### src/rtl/kswitch_sched_if.sv
// rtl/kswitch_sched_if.sv - requester / switch-FSM signal bundle for kswitch_sched
interface kswitch_sched_if #(
  parameter int NREQ  = 2,
  parameter int CNT_W = 8
);
  logic [NREQ-1:0]  req;
  logic [CNT_W-1:0] on_len;
  logic [CNT_W-1:0] off_len;
  logic             K2;
  logic             K1;
  logic             A;
  logic [NREQ-1:0]  grant;
  logic             busy;
  logic             done;
  logic             err;

  modport master (
    output req, on_len, off_len, K2, K1,
    input  A, grant, busy, done, err
  );

  modport slave (
    input  req, on_len, off_len, K2, K1,
    output A, grant, busy, done, err
  );
endinterface

### src/rtl/kswitch_sched.sv
// rtl/kswitch_sched.sv - round-robin scheduler driving the K2/K1 switch FSM handshake
module kswitch_sched #(
  parameter int NREQ    = 2,
  parameter int CNT_W   = 8,
  parameter int TIMEOUT = 64
) (
  input  logic          Clock,
  input  logic          Reset,
  kswitch_sched_if.slave bus
);
  localparam int PW = (NREQ > 1) ? $clog2(NREQ) : 1;
  localparam int WW = CNT_W + 2;
  localparam logic [WW-1:0] WAIT_LAST = WW'(TIMEOUT - 1);

  localparam logic [2:0] S_IDLE  = 3'd0;
  localparam logic [2:0] S_START = 3'd1;
  localparam logic [2:0] S_STOP  = 3'd2;
  localparam logic [2:0] S_CLR   = 3'd3;
  localparam logic [2:0] S_RET   = 3'd4;

  logic [2:0]       state;
  logic [PW-1:0]    rr_ptr;
  logic [CNT_W-1:0] cnt;
  logic [WW-1:0]    wcnt;
  logic [CNT_W-1:0] len_on;
  logic [CNT_W-1:0] len_off;
  logic             a_q;
  logic [NREQ-1:0]  grant_q;
  logic             busy_q;
  logic             done_q;
  logic             err_q;

  logic [2*NREQ-1:0] dbl;
  logic [NREQ-1:0]   rot;
  logic              any;
  logic [PW-1:0]     off;
  logic [PW:0]       sum;
  logic [PW-1:0]     win;
  logic [PW-1:0]     ptr_nxt;
  logic              wait_expired;

  // Rotate requests so rr_ptr sits at bit 0, take the lowest set bit, rotate back.
  always_comb begin
    dbl = {bus.req, bus.req};
    rot = NREQ'(dbl >> rr_ptr);
    any = 1'b0;
    off = '0;
    for (int i = NREQ - 1; i >= 0; i--) begin
      if (rot[i]) begin
        any = 1'b1;
        off = PW'(i);
      end
    end
    sum = {1'b0, rr_ptr} + {1'b0, off};
    if (sum >= (PW+1)'(NREQ))
      sum = sum - (PW+1)'(NREQ);
    win     = sum[PW-1:0];
    ptr_nxt = (win == PW'(NREQ - 1)) ? '0 : win + 1'b1;
    wait_expired = (wcnt >= WAIT_LAST);
  end

  always_ff @(posedge Clock or posedge Reset) begin
    if (Reset) begin
      state   <= S_IDLE;
      rr_ptr  <= '0;
      cnt     <= '0;
      wcnt    <= '0;
      len_on  <= '0;
      len_off <= '0;
      a_q     <= 1'b0;
      grant_q <= '0;
      busy_q  <= 1'b0;
      done_q  <= 1'b0;
      err_q   <= 1'b0;
    end else begin
      done_q <= 1'b0;
      err_q  <= 1'b0;
      case (state)
        S_IDLE: begin
          a_q  <= 1'b0;
          wcnt <= '0;
          if (any) begin
            grant_q <= NREQ'(1) << win;
            busy_q  <= 1'b1;
            len_on  <= (bus.on_len  == '0) ? CNT_W'(1) : bus.on_len;
            len_off <= (bus.off_len == '0) ? CNT_W'(1) : bus.off_len;
            a_q     <= 1'b1;
            cnt     <= CNT_W'(1);
            rr_ptr  <= ptr_nxt;
            state   <= S_START;
          end
        end
        // The grant cycle already counts as the first A-high cycle.
        S_START: begin
          if (cnt >= len_on) begin
            a_q   <= 1'b0;
            cnt   <= CNT_W'(1);
            state <= S_STOP;
          end else if (cnt != '1) begin
            cnt <= cnt + 1'b1;
          end
        end
        S_STOP: begin
          if (cnt >= len_off) begin
            a_q   <= 1'b1;
            wcnt  <= '0;
            state <= S_CLR;
          end else if (cnt != '1) begin
            cnt <= cnt + 1'b1;
          end
        end
        S_CLR: begin
          if (bus.K2) begin
            a_q   <= 1'b0;
            wcnt  <= '0;
            state <= S_RET;
          end else if (wait_expired) begin
            err_q   <= 1'b1;
            a_q     <= 1'b0;
            grant_q <= '0;
            busy_q  <= 1'b0;
            wcnt    <= '0;
            state   <= S_IDLE;
          end else begin
            wcnt <= wcnt + 1'b1;
          end
        end
        S_RET: begin
          if (bus.K1) begin
            done_q  <= 1'b1;
            grant_q <= '0;
            busy_q  <= 1'b0;
            state   <= S_IDLE;
          end else if (wait_expired) begin
            err_q   <= 1'b1;
            a_q     <= 1'b0;
            grant_q <= '0;
            busy_q  <= 1'b0;
            wcnt    <= '0;
            state   <= S_IDLE;
          end else begin
            wcnt <= wcnt + 1'b1;
          end
        end
        default: begin
          a_q     <= 1'b0;
          grant_q <= '0;
          busy_q  <= 1'b0;
          state   <= S_IDLE;
        end
      endcase
    end
  end

  assign bus.A     = a_q;
  assign bus.grant = grant_q;
  assign bus.busy  = busy_q;
  assign bus.done  = done_q;
  assign bus.err   = err_q;
endmodule

### src/flat_wrapper.sv
// flat-port wrapper written by rule: the top's interface ports become plain ports
module kswitch_sched_flat 
#(
  parameter int NREQ    = 2,
  parameter int CNT_W   = 8,
  parameter int TIMEOUT = 64
)
  (Clock, Reset, bus_req, bus_on_len, bus_off_len, bus_K2, bus_K1, bus_A, bus_grant, bus_busy, bus_done, bus_err);
  kswitch_sched_if #(.NREQ(NREQ), .CNT_W(CNT_W)) bus_i ();
  input  logic Clock;
  input  logic Reset;
  input wire logic [$bits(bus_i.req)-1:0] bus_req;
  input wire logic [$bits(bus_i.on_len)-1:0] bus_on_len;
  input wire logic [$bits(bus_i.off_len)-1:0] bus_off_len;
  input wire logic [$bits(bus_i.K2)-1:0] bus_K2;
  input wire logic [$bits(bus_i.K1)-1:0] bus_K1;
  output wire logic [$bits(bus_i.A)-1:0] bus_A;
  output wire logic [$bits(bus_i.grant)-1:0] bus_grant;
  output wire logic [$bits(bus_i.busy)-1:0] bus_busy;
  output wire logic [$bits(bus_i.done)-1:0] bus_done;
  output wire logic [$bits(bus_i.err)-1:0] bus_err;
  assign bus_i.req = bus_req;
  assign bus_i.on_len = bus_on_len;
  assign bus_i.off_len = bus_off_len;
  assign bus_i.K2 = bus_K2;
  assign bus_i.K1 = bus_K1;
  assign bus_A = bus_i.A;
  assign bus_grant = bus_i.grant;
  assign bus_busy = bus_i.busy;
  assign bus_done = bus_i.done;
  assign bus_err = bus_i.err;
  kswitch_sched #(.NREQ(NREQ), .CNT_W(CNT_W), .TIMEOUT(TIMEOUT)) u_core (.Clock(Clock), .Reset(Reset), .bus(bus_i));
endmodule
### config.mk
export PLATFORM = sky130hd
export DESIGN_NAME = kswitch_sched_flat
export DESIGN_NICKNAME = d
export VERILOG_FILES = /design/src/rtl/kswitch_sched_if.sv /design/src/rtl/kswitch_sched.sv /design/src/flat_wrapper.sv
export SDC_FILE = /design/constraint.sdc
export NUM_CORES = 1
export LEC_CHECK = 0
export ABC_AREA = 1
export BUFFER_PORTS_ARGS = -buffer_cell sky130_fd_sc_hd__buf_2
export CAP_MARGIN = 40
export CORE_ASPECT_RATIO = 2
export CORE_MARGIN = 2
export CORE_UTILIZATION = 30
export DETAILED_ROUTE_END_ITERATION = 16
export PLACE_DENSITY = 0.45
export SETUP_SLACK_MARGIN = 0.4
export SLEW_MARGIN = 30
export SYNTH_ARGS = -nofsm -noshare
export SYNTH_HDL_FRONTEND = slang
export SYNTH_SLANG_ARGS = --single-unit
### constraint.sdc
create_clock -name Clock -period 2.7 [get_ports Clock]
set_input_delay 0.54 -clock Clock [delete_from_list [all_inputs] [get_ports Clock]]
set_output_delay 0.54 -clock Clock [all_outputs]
set_load 0.05 [all_outputs]
==> impl_metrics.csv <==
group,metric,value,unit
finish,drive_gt1_frac,0.173,
route,vias,2509,
power_and_ir_drop,vdd_drop_max,0.000363,V
yosys,ys_ff_latch,44,
global_routing,grt-ovfl-total,0,
cts,cts.clk_slew.worst_paths,70,ps
cts,clkLatencyLatePin,300,ps
power_and_ir_drop,p_clk_frac,0.191,
critical_path,critPathSlowestCell,"dfrtp_1",
power_and_ir_drop,p_switching,1.57,mW
sta,maxSlewHeadroom,0.561,
floorplan,rows,50,
sta,finalCritPeriodShare,0.765,
placed_design,port-buffer-count,27,
critical_path,critPathKind,"reg2reg",
critical_path,slowest_delay,450,ps
power_and_ir_drop,p_int,1.79,mW
power_and_ir_drop,leakage,1.87,nW
global_routing,grt_pass1_vias,2575,
floorplan,initial_core_util,0.308,
sta,grt_setup_unrepaired,"false",
route,wl_per_cell,14.0,um
yosys,synth_cell_types,36,
critical_path,critical_path.max_fanout,7,
placed_design,gp_congestion,0.828,
critical_path,critPathRequiredTime,2870,ps
floorplan,io-pin-count,28,
sta,hold_viol_final,0,
finish,area_delta_synth_final,15.9,%
cts,cts_hold_buf,0,
placed_design,dp.cells,521,
route,drt-initial-drc-count,93,
global_routing,antenna_found_initial,0,
route,wl,7430,um
yosys,synth_flop_cell,"dfrtp_1",
sta,report.final.slew_viol_count,0,
yosys,avgSynthCellArea,7.38,sq um
route,antenna_left,0,
worst_hold_path,hp-class,"in2async",
run_status,outcome,"finished, final reports clean",
cts,cts_tree,"done",
global_routing,grtUsageTotal,0.159,
yosys,synth_edf_count,0,
cts,post_cts_resized,0,
sta,setup_violations,0,
route,drc,0,
job,max_cap_viol_count,0,
placed_design,preCtsSetupSlack,554,ps
critical_path,cp_cell_sequence,"ha_1, a21oi_1, nor2_1, nor2_1, nand3_1, a21oi_4, inv_4, nand2_1, nand2_1",
yosys,yosysWarnings,0,
power_and_ir_drop,power_density,1010,nW/um^2
floorplan,dieArea,10400,sq um
critical_path,cp-end-kind,"flop",
yosys,syn_inst,389,
floorplan,design.core.area,9320,sq um
route,vias_per_cell,4.73,
finish,final_common_cell,"nand2_1",
sta,setup_tns,0,ps
sta,fin_skew,6.50,ps
sta,hold_ws,236,ps
power_and_ir_drop,p_seq_frac,0.309,
cts,cts_buffer_depth,2,
sta,fin_crit,2060,ps
finish,layout_common_cells,"131 x nand2_1, 65 x inv_1, 44 x dfrtp_1",
yosys,ys_seq_area_frac,0.384,
sta,worstMarginPinSlew,659,ps
critical_path,path_buf_inv,1,
finish,diodes,0,
placed_design,dp_hpwl,6070,um
power_and_ir_drop,p_comb_frac,0.500,
finish,final_nets,466,
sta,fmax,484,MHz
route,dr.pass1.iters,5,
cts,root_buffer,"clkbuf_16",
sta,layout_setup_ws,636,ps
cts,clock-sinks,44,
yosys,syn-num-nets,429,
critical_path,startpoint_type,"flop",
finish,layout.cells.non_filler,531,
floorplan,die_h,142,um
critical_path,arrival,2230,ps
power_and_ir_drop,sw_frac_of_total,0.467,
cts,numCtsBuffers,5,
yosys,synth_area,2870,sq um
floorplan,die_w,73.2,um
cts,h-tree-depth,2,
critical_path,cp_top_family,"simple AND/OR/NAND/NOR gates",
yosys,async_flop_share,1.00,
global_routing,grt_pass1_wl,12400,um
global_routing,grt_max_degree,20,
## Yosys cell counts, drive strengths merged, types with 2 or more instances
| master | instances | area share |
|---|---|---|
| nand2 | 138 | 0.19 |
| o21ai | 27 | 0.051 |
| inv | 74 | 0.098 |
| xor2 | 3 | 0.0092 |
| nand3 | 18 | 0.033 |
| ha | 18 | 0.079 |
| nor3 | 3 | 0.0092 |
| buf | 3 | 0.0074 |
| nor2 | 22 | 0.045 |
| dfrtp | 44 | 0.38 |
| nand3b | 2 | 0.0052 |
| nand4 | 15 | 0.040 |
| o211ai | 2 | 0.0052 |
| a21oi | 12 | 0.025 |
| nor4 | 2 | 0.0044 |
## registers in the layout (all words and copies together), names as in the netlist
| signal | cells |
|---|---|
| u_core.cnt | 8 |
| u_core.len_off | 8 |
| u_core.bus.err | 1 |
| u_core.bus.A | 1 |
| u_core.state | 3 |
| u_core.rr_ptr | 1 |
| u_core.wcnt | 10 |
| u_core.bus.busy | 1 |
| u_core.len_on | 8 |
| u_core.bus.grant | 2 |
| u_core.bus.done | 1 |
## routing by layer
metal | up-vias | track usage | wire length (um) | part of all wire
met4 | 0 | 0.0799 | 297 | 0.040
met1 | 1165 | 0.145 | 2540 | 0.34
met3 | 16 | 0.0220 | 148 | 0.020
li1 | 1300 | - | - | -
met5 | - | 0 | 0 | 0
met2 | 28 | 0.317 | 4450 | 0.60
## worst paths after layout
check,slack (ps),end,cells past startpoint,startpoint
hold reg to reg,490,u_core.rr_ptr,2,u_core.rr_ptr
setup / recovery,640,u_core.cnt[5],9,u_core.cnt[5]
setup reg to reg,640,u_core.cnt[5],9,u_core.cnt[5]
hold / removal,240,u_core.cnt[5],2,Reset
max in group asynchronous,1900,u_core.wcnt[0],3,Reset
min in group Clock,470,u_core.len_on[4],3,bus_on_len[4]
## metrics by stage
step / instance area, sq um / total power, mW / utilization
global placement: 3140 / 2.69 / 0.337
floorplan: 2870 / 2.27 / -
global route: 3320 / 3.67 / 0.357
detailed placement: 3140 / 2.70 / 0.337
CTS: 3300 / 3.35 / 0.354
finish: 3320 / 3.36 / 0.357
## power groups by stage
stage | combinational [mW] | sequential (mW) | clock [mW]
after global placement | 1.63 | 1.05 | 0
after detailed placement | 1.64 | 1.05 | 0
after CTS | 1.65 | 1.04 | 0.665
after global routing | 1.92 | 1.06 | 0.685
after floorplan | 1.17 | 1.10 | 0
final | 1.68 | 1.04 | 0.642
## kinds of logic after synthesis
kind of cell	synth area share
and+or+nand+nor	0.332
buffers and inverters	0.105
AOI/OAI and AO/OA	0.0885
DFF	0.384
adders and majority gates	0.0785
xor gates and xnor gates	0.0122
## area by class of cell
type,count,area (sq um)
well taps,104,130
clock inverters,2,15.0
multi-input cells,268,1470
clock buffers,6,139
repair buffers,33,193
flip-flops and latches,44,1100
fillers,1013,6000
inverters,74,280
## repair_timing
action / in CTS / in global routing
setup buffers: 0 / 2
hold endpoints to repair: 0 / 0
setup endpoints to repair: 0 / 5
Power figures use the tool's default switching activity.
